$ cat config.mk
export PLATFORM = sky130hd
export DESIGN_NAME = cast_mc_adapter
export DESIGN_NICKNAME = d
export VERILOG_FILES = /design/src/rtl/cast_mc_adapter.sv
export SDC_FILE = /design/constraint.sdc
export NUM_CORES = 1
export LEC_CHECK = 0
export ABC_AREA = 1
export BUFFER_PORTS_ARGS = -buffer_cell sky130_fd_sc_hd__buf_4
export CORE_ASPECT_RATIO = 2
export CORE_MARGIN = 1
export CORE_UTILIZATION = 42
export DETAILED_ROUTE_END_ITERATION = 7
export SYNTH_ARGS = -nofsm -noshare
export SYNTH_HDL_FRONTEND = slang
export SYNTH_SLANG_ARGS = --single-unit
$ cat constraint.sdc
create_clock -name clk -period 3.3 [get_ports clk]
set_clock_uncertainty 0.1 [all_clocks]
set_input_delay 0.33 -clock clk [delete_from_list [all_inputs] [get_ports clk]]
set_output_delay 0.33 -clock clk [all_outputs]
set_load 0.05 [all_outputs]
$ cat src/rtl/cast_mc_adapter.sv
// cast_mc_adapter: tile<->router local-port adapter with VC injection and per-VC local multicast ejection
module cast_mc_adapter #(
  parameter int DW = 32,
  parameter int VN = 4,
  parameter int NOUT = 2,
  parameter int DEPTH = 4,
  parameter int CW = 16
) (
  input  logic                clk,
  input  logic                rstn,
  input  logic [VN-1:0]       local_vc_i,
  input  logic [DW-1:0]       local_data_i,
  input  logic                local_valid_i,
  output logic                local_ready_o,
  output logic [VN-1:0]       local_vc_o,
  output logic [DW-1:0]       local_data_o,
  output logic                local_valid_o,
  input  logic                local_ready_i,
  input  logic [DW-1:0]       tile_data_i,
  input  logic                tile_valid_i,
  output logic                tile_ready_o,
  output logic [NOUT*DW-1:0]  out_data_o,
  output logic [NOUT-1:0]     out_valid_o,
  input  logic [NOUT-1:0]     out_ready_i,
  input  logic [VN-1:0]       cfg_in_vc,
  input  logic [NOUT*VN-1:0]  cfg_out_mask,
  input  logic [NOUT-1:0]     cfg_out_en,
  output logic [CW-1:0]       drop_cnt_o,
  output logic                cfg_err_o
);
  localparam int AW = $clog2(DEPTH);
  localparam int OW = $clog2(DEPTH+1);
  logic up;
  logic [NOUT-1:0] target, full, push;
  logic acc, drop;
  // full is registered, so output-side pops never reach local_ready_o combinationally
  assign local_ready_o = up && &(~target | ~full);
  assign acc = local_valid_i && local_ready_o;
  assign drop = acc && !(|target);
  assign push = acc ? target : '0;
  for (genvar k = 0; k < NOUT; k++) begin : g_out
    logic [DW-1:0] mem [DEPTH];
    logic [AW-1:0] wp, rp;
    logic [OW-1:0] cnt;
    logic pop;
    assign target[k] = cfg_out_en[k] && |(local_vc_i & cfg_out_mask[k*VN +: VN]);
    assign full[k] = cnt == OW'(DEPTH);
    assign out_valid_o[k] = cnt != '0;
    assign out_data_o[k*DW +: DW] = out_valid_o[k] ? mem[rp] : '0;
    assign pop = out_valid_o[k] && out_ready_i[k];
    always_ff @(posedge clk)
      if (push[k]) mem[wp] <= local_data_i;
    always_ff @(posedge clk or negedge rstn)
      if (!rstn) begin
        wp <= '0;
        rp <= '0;
        cnt <= '0;
      end else begin
        if (push[k]) wp <= wp + AW'(1);
        if (pop) rp <= rp + AW'(1);
        cnt <= (push[k] && !pop) ? cnt + OW'(1) : (!push[k] && pop) ? cnt - OW'(1) : cnt;
      end
  end
  logic ov, sv, ov_n, sv_n, trdy, drain, tacc, vc_ok, load;
  logic [DW-1:0] od, sd, od_n, sd_n;
  assign vc_ok = (cfg_in_vc != '0) && ((cfg_in_vc & (cfg_in_vc - VN'(1))) == '0);
  assign drain = ov && local_ready_i;
  assign tacc = tile_valid_i && trdy;
  assign load = drain || !ov;
  // the skid only fills while the output register is stalled and always empties first
  always_comb begin
    ov_n = load ? (sv || tacc) : ov;
    od_n = load ? (sv ? sd : tile_data_i) : od;
    sv_n = load ? (sv && tacc) : (sv || tacc);
    sd_n = tacc ? tile_data_i : sd;
  end
  always_ff @(posedge clk or negedge rstn)
    if (!rstn) begin
      up <= 1'b0;
      ov <= 1'b0;
      sv <= 1'b0;
      od <= '0;
      sd <= '0;
      trdy <= 1'b0;
      cfg_err_o <= 1'b0;
      drop_cnt_o <= '0;
    end else begin
      up <= 1'b1;
      ov <= ov_n;
      sv <= sv_n;
      od <= od_n;
      sd <= sd_n;
      trdy <= !sv_n && vc_ok;
      cfg_err_o <= !vc_ok;
      if (drop && drop_cnt_o != '1) drop_cnt_o <= drop_cnt_o + CW'(1);
    end
  assign tile_ready_o = trdy;
  assign local_valid_o = ov;
  assign local_data_o = ov ? od : '0;
  assign local_vc_o = ov ? cfg_in_vc : '0;
endmodule

==> After elaboration in Yosys (flattened, before gate mapping) <==
Memory sizes are Yosys's and may differ from the RTL's.
Cells that the tools add are included.
{ "op_classes": {"n_shift": 0, "n_lt_le_gt_ge": 0, "n_reduce_logical": 37, "mul": 0, "n_addsub": 10, "eq_ne": 3, "div": 0, "n_mux": 15, "n_bitwise": 6} }
{ "ops": {"columns": ["op", "n"], "rows": [
  ["$mux W32", 4],
  ["$logic_and A1 B1 Y1", 17],
  ["$add A16 B1 Y16 const B", 1],
  ["$ne A16 B16 Y1 const B", 1],
  ["$and A4 B4 Y4", 3],
  ["$mux W3", 4],
  ["$add A2 B1 Y2 const B", 4],
  ["$logic_not A1 Y1", 8],
  ["$reduce_or A4 Y1", 2],
  ["$add A3 B1 Y3 const B", 2],
  ["$eq A3 B3 Y1 const B", 2],
  ["$reduce_bool A3 Y1", 2],
  ["$sub A3 B1 Y3 const B", 2],
  ["$mux W1", 5],
  ["$logic_not A4 Y1", 1],
  ["$mux W4", 1],
  ["$not A2 Y2", 2],
  ["$reduce_bool A2 Y1", 2],
  ["$reduce_bool A4 Y1", 1],
  ["$sub A4 B1 Y4 const B", 1],
  ["$logic_or A1 B1 Y1", 2],
  ["$mux W2", 1],
  ["$or A2 B2 Y2", 1],
  ["$reduce_and A2 Y1", 1],
  ["$reduce_or A2 Y1", 1]
]} }
{ "totals": {"romBits": 0, "wordCells": 87, "inputBits": 89, "ramBits": 256, "output_inout_bits": 122, "latchBits": 0, "register_bits": 99, "n_memories": 2} }
{ "mem_list": {"columns": ["name", "depth", "word_bits", "rd", "rd_clocked_by_memory_dff", "wr", "line_no", "text"], "rows": [
  ["g_out[0].mem", 4, 32, 1, 0, 1, "42", "logic [DW-1:0] mem [DEPTH];"],
  ["g_out[1].mem", 4, 32, 1, 0, 1, "42", null]
]} }

==> Logic depth before layout (Yosys ltp) <==
Gate-level depths: netlist (run 1).
{ "logic_depth": {"depth_word": 13, "mapped_depth": 15} }

==> Least setup slack after synthesis (run 1) <==
OpenSTA, ideal clock, no wires.
{ "synth_timing": {"kind": "input -> register", "start": "in local_vc_i[1]", "end": "mem g_out[0].mem[0][0], enable pin", "path_buffers": 0, "stages": 7, "t_arrival_ns": 2.454, "setup_ns": 0.421, "setup_slack_ns": 0.325, "path_cell_list": "nand2_1 nand2_1 o21ai_1 nor2_1 nor2_4 nand3_1 nor2_1"} }
{ "synth_between": {"elab_chain_cells": 11, "word_cells_on_any_way": 14, "cone_classes": "3 x mux; 4 x bitwise; 7 x reduce/logical"} }
{ "synth_rtl": {"columns": ["element", "line_no", "text"], "rows": [
  ["start: declaration", "11", "input logic [VN-1:0] local_vc_i,"],
  ["$and A4 B4 Y4", "46", "assign target[k] = cfg_out_en[k] && |(local_vc_i & cfg_out_mask[k*VN +: VN]);"],
  ["$reduce_or A4 Y1", "46", null],
  ["$logic_and A1 B1 Y1", "46", null],
  ["$not A2 Y2", "37", "assign local_ready_o = up && &(~target | ~full);"],
  ["$or A2 B2 Y2", "37", null],
  ["$reduce_and A2 Y1", "37", null],
  ["$logic_and A1 B1 Y1", "37", null],
  ["$logic_and A1 B1 Y1", "38", "assign acc = local_valid_i && local_ready_o;"],
  ["$mux W2 (*)", "40", "assign push = acc ? target : '0;"],
  ["$mux W1 (*)", "52", "if (push[k]) mem[wp] <= local_data_i;"],
  ["$mux W1 (implied by the code) (*)", "52", null],
  ["end: declaration", "42", null]
]} }
Every way passes the cells marked *; elsewhere a longest branch is shown, timed or not.

==> Worst setup path after layout (run 1) <==
{ "layout_timing": {"start": "reg g_out[0].rp[0]", "end": "out out_data_o[3]"} }
{ "layout_between": {"elab_chain_cells": 2} }
{ "layout_rtl": {"columns": ["element", "line_no", "text"], "rows": [
  ["start: declaration", "43", "logic [AW-1:0] wp, rp;"],
  ["start signal: assignment", "60", "if (pop) rp <= rp + AW'(1);"],
  ["$mem_v2 Z4 W32", null, null],
  ["$mux W32", "49", "assign out_data_o[k*DW +: DW] = out_valid_o[k] ? mem[rp] : '0;"],
  ["end: declaration", "22", "output logic [NOUT*DW-1:0] out_data_o,"]
]} }
No other way between the ends.

==> results of run 1 <==
-- area by class of cell --
cell class | count | share of cell area, %
clock buffer | 36 | 4.34
sequential | 355 | 54.2
timing repair buffer | 311 | 13.4
clock inverter | 21 | 1.16
tap | 445 | 2.97
multi-input combinational | 854 | 22.3
inverter | 78 | 1.56
-- Yosys cell counts --
master	n
nor2_1	319
edfxtp_1	256
nand2_1	163
o21ai_0	134
a21oi_1	132
dfrtp_1	99
inv_1	75
clkbuf_1	47
mux2_2	34
nand4_1	25
buf_2	14
buf_1	12
ha_1	11
nand3_1	8
xor2_1	7
xnor2_1	6
fa_1	2
inv_2	2
nand3b_1	2
nor2_2	2
nor2_4	2
buf_6	1
clkinv_1	1
conb_1	1
nand3_2	1
nand3_4	1
nor3_1	1
nor3_2	1
o21ai_1	1
o22ai_1	1
-- worst max-delay path: stages (launching register included) --
cell,delay (ps)
dfrtp_2,730
buf_4,490
nor2_1,90
nor2_1,90
o21ai_0,80
a21oi_1,250
buf_4,250
-- cells in the final DEF, fill, tap and decap left out, types with 3 or more instances in the layout --
master	instances
a21oi_1	132
buf_4	244
bufinv_16	4
clkbuf_1	3
clkbuf_16	31
clkinv_1	6
clkinv_2	4
clkinvlp_4	3
dfrtp_1	97
dlygate4sd3_1	66
edfxtp_1	256
ha_1	11
inv_1	75
mux2_2	34
nand2_1	163
nand3_1	8
nand4_1	25
nor2_1	311
nor2_4	10
o21ai_0	134
xnor2_1	6
xor2_1	7
-- logic make-up after synthesis --
| kind of cell | after synthesis | synth area share, % |
|---|---|---|
| AO/OA/AOI/OAI | 268 | 9.02 |
| XOR/XNOR | 13 | 0.765 |
| buffers and inverters | 152 | 4.00 |
| adder cells (fa/ha/maj) | 13 | 1.19 |
| multiplexers | 34 | 2.57 |
| AND/OR/NAND/NOR | 525 | 14.1 |
| other | 1 | 0.0252 |
| flip-flops | 355 | 68.3 |
-- repair_timing --
item	4_1_cts	5_1_grt
hold buffers	66	0
endpoints found under the hold margin	359	0
buffers inserted	0	0
-- path summary, 6_finish.rpt --
check / startpoint / to / slack [ps] / cells after the start
min in group asynchronous: rstn / sd[7] / 190 / 2
max in group asynchronous: rstn / od[21] / 2090 / 3
worst min register to register: sd[14] / sd[14] / 410 / 1
worst max register to register: g_out[1].cnt[0] / g_out[1].cnt[2] / 690 / 13
worst max-delay path: g_out[0].rp[0] / out_data_o[3] / 270 / 6
worst min-delay path: out_ready_i[0] / g_out[0].rp[0] / 20 / 3
-- through the flow --
stage	cell area (um2)	setup WS [ps]	util (%)	cells
2_1_floorplan	14900	325	-	1361
3_3_place_gp	17100	503	48.8	1977
3_5_place_dp	17100	444	48.8	1977
4_1_cts	18700	232	53.6	2100
5_1_grt	18700	38.8	53.6	2100
6_report	18700	269	53.6	2100
-- metal layers --
| metal | GRT usage (%) | routed length [um] | vias up |
|---|---|---|---|
| li1 | - | - | 5147 |
| met1 | 22.9 | 13900 | 5301 |
| met2 | 40.8 | 21100 | 244 |
| met3 | 3.38 | 1730 | 54 |
| met4 | 8.02 | 1120 | 0 |
| met5 | 0 | 0 | - |
-- registers in the layout, summed over array words and instances, names as in the netlist --
signal and count:
g_out.mem 256, g_out.wp 4, g_out.cnt 6, drop_cnt_o 16
local_valid_o 1, od 32, tile_ready_o 1, cfg_err_o 1
up 1, g_out.rp 4, sv 1, sd 32
-- power by group --
| part | internal (mW) | switching [mW] |
|---|---|---|
| combinational | 2.12 | 5.27 |
| sequential | 5.20 | 0.301 |
| clock | 2.08 | 1.64 |
==> summary.txt, run 1 <==
gpl congestion: 0.789
Final Cycle Share: 91.8%
post-synthesis net count: 1,463
Final nets: 1,733
footprint of the multi-input gates: 4190 um2
Max IR drop VDD: 0.000656 V
Seq/Total Area, Yosys: 68.3%
drt wl/cell: 18.0 um
starting density of the core: 42.6%
synth top area cells: edfxtp_1 (52%), dfrtp_1 (17%), nor2_1 (8.0%)
crit path capture type: primary output
synthesized instance count: 1,361
PwrDens: 886 nW/um2
post-synthesis register bit count: 355
Final Max Slew Viols: 0
drt via density: 5.12
drt drc: 0
TritonCTS Buffers: 31
clock tree buffer depth: 3
Storage cell area: 10,200 um2
Sink Count: 355
RSZ-0062 raised after global routing: no
HPWL after detailed placement: 24,000 um
Final setup viols: 0
Cell Area, Synth: 14,900 um2
Worst Setup Path Type: flip-flop to primary output
Resized Gates After CTS: 0
endpoints failing hold: 0
clock root buffer: clkbuf_16
ant diodes: 0
PortBufs: 210
worst skew pair latency: 590 ps
leading area contributor after synthesis: edfxtp_1
core area: 35,000 um2
Worst EP required: 2870 ps
P&R area growth vs syn: 26.0%
Critical Path Fanout Max: 37
initial antenna violation count: 0
status: completed
Period minus WS final: 3030 ps
Tot GR Track Use: 21.3%
io pins: 211
Leak: 7.65 nW
Initial DRT Pass Iterations: 4
Worst-Margin Slew: 760 ps
Slew HR: 49.3%
yosys warns: 0
global-route wire length before repair: 59,200 um
Setup crit start kind: flip-flop
Layout fillers: 3,078
Die Wd: 135 um
Final Power: 16.6 mW
Worst-path clk slew: 70 ps
# rows: 97
Final Hold Slack: 22.3 ps
CTS tree: yes
grt ovf: 0
largest net degree at the start of global routing: 66
HP Class: input pin to flip-flop
total number of vias: 10,700
Routed WL: 37,800 um
Fin Setup TNS: 0 ps
Synth cell types: 30
arrival time worst endpoint: 2600 ps
number of global-route vias before repair: 11,100
DRT antenna net count: 0
layout cells sized above 1: 21.0%
H-tree levels: 1
Iter 0 DRT Violations: 559
max-cap viol count: 0
Die Height: 268 um
mean area per synthesized cell: 10.9 um2
post-synth top area share: 51.7%
Peak Freq: 0.330 GHz
DIE AREA: 36,200 um2
Power figures use the tool's default switching activity.
==> inputs of run 2 (changes only) <==
--- a/config.mk
+++ b/config.mk
@@ -7,10 +7,10 @@
 export LEC_CHECK = 0
 export ABC_AREA = 1
 export BUFFER_PORTS_ARGS = -buffer_cell sky130_fd_sc_hd__buf_4
-export CORE_ASPECT_RATIO = 2
 export CORE_MARGIN = 1
 export CORE_UTILIZATION = 42
 export DETAILED_ROUTE_END_ITERATION = 7
+export MAX_ROUTING_LAYER = met4
 export SYNTH_ARGS = -nofsm -noshare
 export SYNTH_HDL_FRONTEND = slang
 export SYNTH_SLANG_ARGS = --single-unit
==> summary.txt, run 2 (synthesis results as in run 1) <==
Cell Chain, Critical Path: buf_4 > nor2_1 > nor2_1 > o21ai_0 > a21oi_1 > buf_4
slowest cell on the critical path: buf_4
Leak: 7.71 nW
Buffers & Inverters on Critical Path: 2
crit-path leading delay family: buffers and inverters
Sw Ratio: 42.6%
layout cells sized above 1: 20.7%
combinational group share of total power: 43.9%
Peak Freq: 0.350 GHz
Worst Setup Path Type: flip-flop to primary output
DRT antenna net count: 0
Die Wd: 190 um
clock group share of total power: 23.7%
HP Class: input pin to flip-flop
Initial DRT Pass Iterations: 5
total number of vias: 10,600
drt drc: 0
Setup crit start kind: flip-flop
global-route wire length before repair: 55,800 um
core area: 34,700 um2
gpl congestion: 0.776
Final nets: 1,735
Critical Path Max Stage Delay: 600 ps
Resized Gates After CTS: 0
initial antenna violation count: 1
number of global-route vias before repair: 10,500
Final Cycle Share: 86.6%
clock tree buffer depth: 3
TritonCTS Buffers: 39
HPWL after detailed placement: 20,600 um
final worst-path setup slack: 444 ps
drt via density: 5.00
Worst EP required: 2870 ps
Final Max Slew Viols: 0
endpoints failing hold: 0
crit path capture type: primary output
commonest non-fill, non-tap cells in the layout: nor2_1 (311), edfxtp_1 (256), buf_4 (234)
grt ovf: 0
drt wl/cell: 16.7 um
Worst-path clk slew: 60 ps
clock root buffer: clkbuf_16
largest reg by FF count: g_out.mem
Die Height: 190 um
DIE AREA: 36,200 um2
post-layout util: 54.4%
PwrDens: 891 nW/um2
Iter 0 DRT Violations: 618
CTS tree: yes
Final Power: 16.8 mW
DP Worst Slack: 691 ps
commonest non-fill, non-tap cell in the layout: nor2_1
Final setup viols: 0
PortBufs: 210
starting density of the core: 42.9%
worst skew pair latency: 520 ps
io pins: 211
P&R area growth vs syn: 26.9%
Critical Path Fanout Max: 65
max reg flops: 256
largest net degree at the start of global routing: 68
H-tree levels: 2
# rows: 68
Fin Setup TNS: 0 ps
Pint: 9.65 mW
Period minus WS final: 2860 ps
NetSw: 7.17 mW
Slew HR: 43.7%
Routed WL: 35,200 um
largest registers: g_out.mem (256), od (32), sd (32)
arrival time worst endpoint: 2430 ps
status: completed
Worst-Margin Slew: 843 ps
Tot GR Track Use: 20.2%
RSZ-0062 raised after global routing: no
Post-CTS Setup Inserts: 0
Sink Count: 355
max-cap viol count: 0
Max IR drop VDD: 0.000757 V
sequential share of power: 32.4%
-- run 2: cell count changes in the layout (fill, tap and decap cells not counted), sizes merged --
cell         change
clkinv           -2
dlygate4sd3      +1
diode            +2
bufinv           -3
buf              -7
clkinvlp         -5
clkbuf          +16
-- run 2: layout make-up --
cell class | instances | area [um2]
fillers | 3003 | 15800
flip-flops and latches | 355 | 10200
multi-input cells | 854 | 4190
repair buffers | 305 | 2510
clock buffers | 52 | 1070
well taps | 455 | 569
inverters | 78 | 293
clock inverters | 11 | 82.6
diodes | 2 | 5.00
-- run 2: worst paths after layout --
check | slack (ps) | to | start | depth (start not counted)
max | 440 | out_data_o[0] | g_out[0].rp[0] | 6
min | 120 | cfg_err_o | cfg_in_vc[2] | 5
max reg2reg | 850 | g_out[0].cnt[2] | g_out[1].cnt[0] | 13
min reg2reg | 410 | sd[3] | sd[3] | 1
max in group asynchronous | 2130 | g_out[1].rp[0] | rstn | 3
min in group asynchronous | 180 | sd[20] | rstn | 2
-- run 2: repair_timing --
action	CTS	global route
hold endpoints to repair	354	0
hold buffers	67	0
endpoints found under the setup margin	0	0
-- run 2: metal layers --
| layer | global-route usage [%] | share of wire (%) | up-vias |
|---|---|---|---|
| met1 | 25.5 | 43 | 5056 |
| li1 | - | - | 5164 |
| met2 | 33.6 | 49 | 289 |
| met3 | 4.05 | 6.2 | 48 |
| met4 | 4.80 | 1.8 | 0 |
| met5 | - | 0 | - |
-- run 2: power groups by stage --
stage	combinational, mW	clock [mW]	sequential (mW)
global placement	7.34	0	5.51
finish	7.39	3.99	5.44
floorplan	5.00	0	5.57
CTS	7.48	4.08	5.44
detailed placement	7.40	0	5.53
global route	7.95	4.23	5.49
-- run 2: worst reg2reg max path, cell delays in order (launching register included) --
cell and delay (ps):
dfrtp_1 470, nor3_1 90, nand3_1 80, nand2_1 80, nor2_4 160, nand3_1 90, buf_4 190, inv_1 60
ha_1 130, inv_1 70, fa_1 380, a21oi_1 140, o21ai_0 110, xor2_1 160
-- run 2: metrics by stage --
stage          cells  cell area (um2)  hold slack (ps)
6_report        2112            18900              123
5_1_grt         2111            18900              121
4_1_cts         2110            18900             95.3
3_5_place_dp    1980            17100              209
3_3_place_gp    1980            17100              204
2_1_floorplan   1361            14900            -65.6
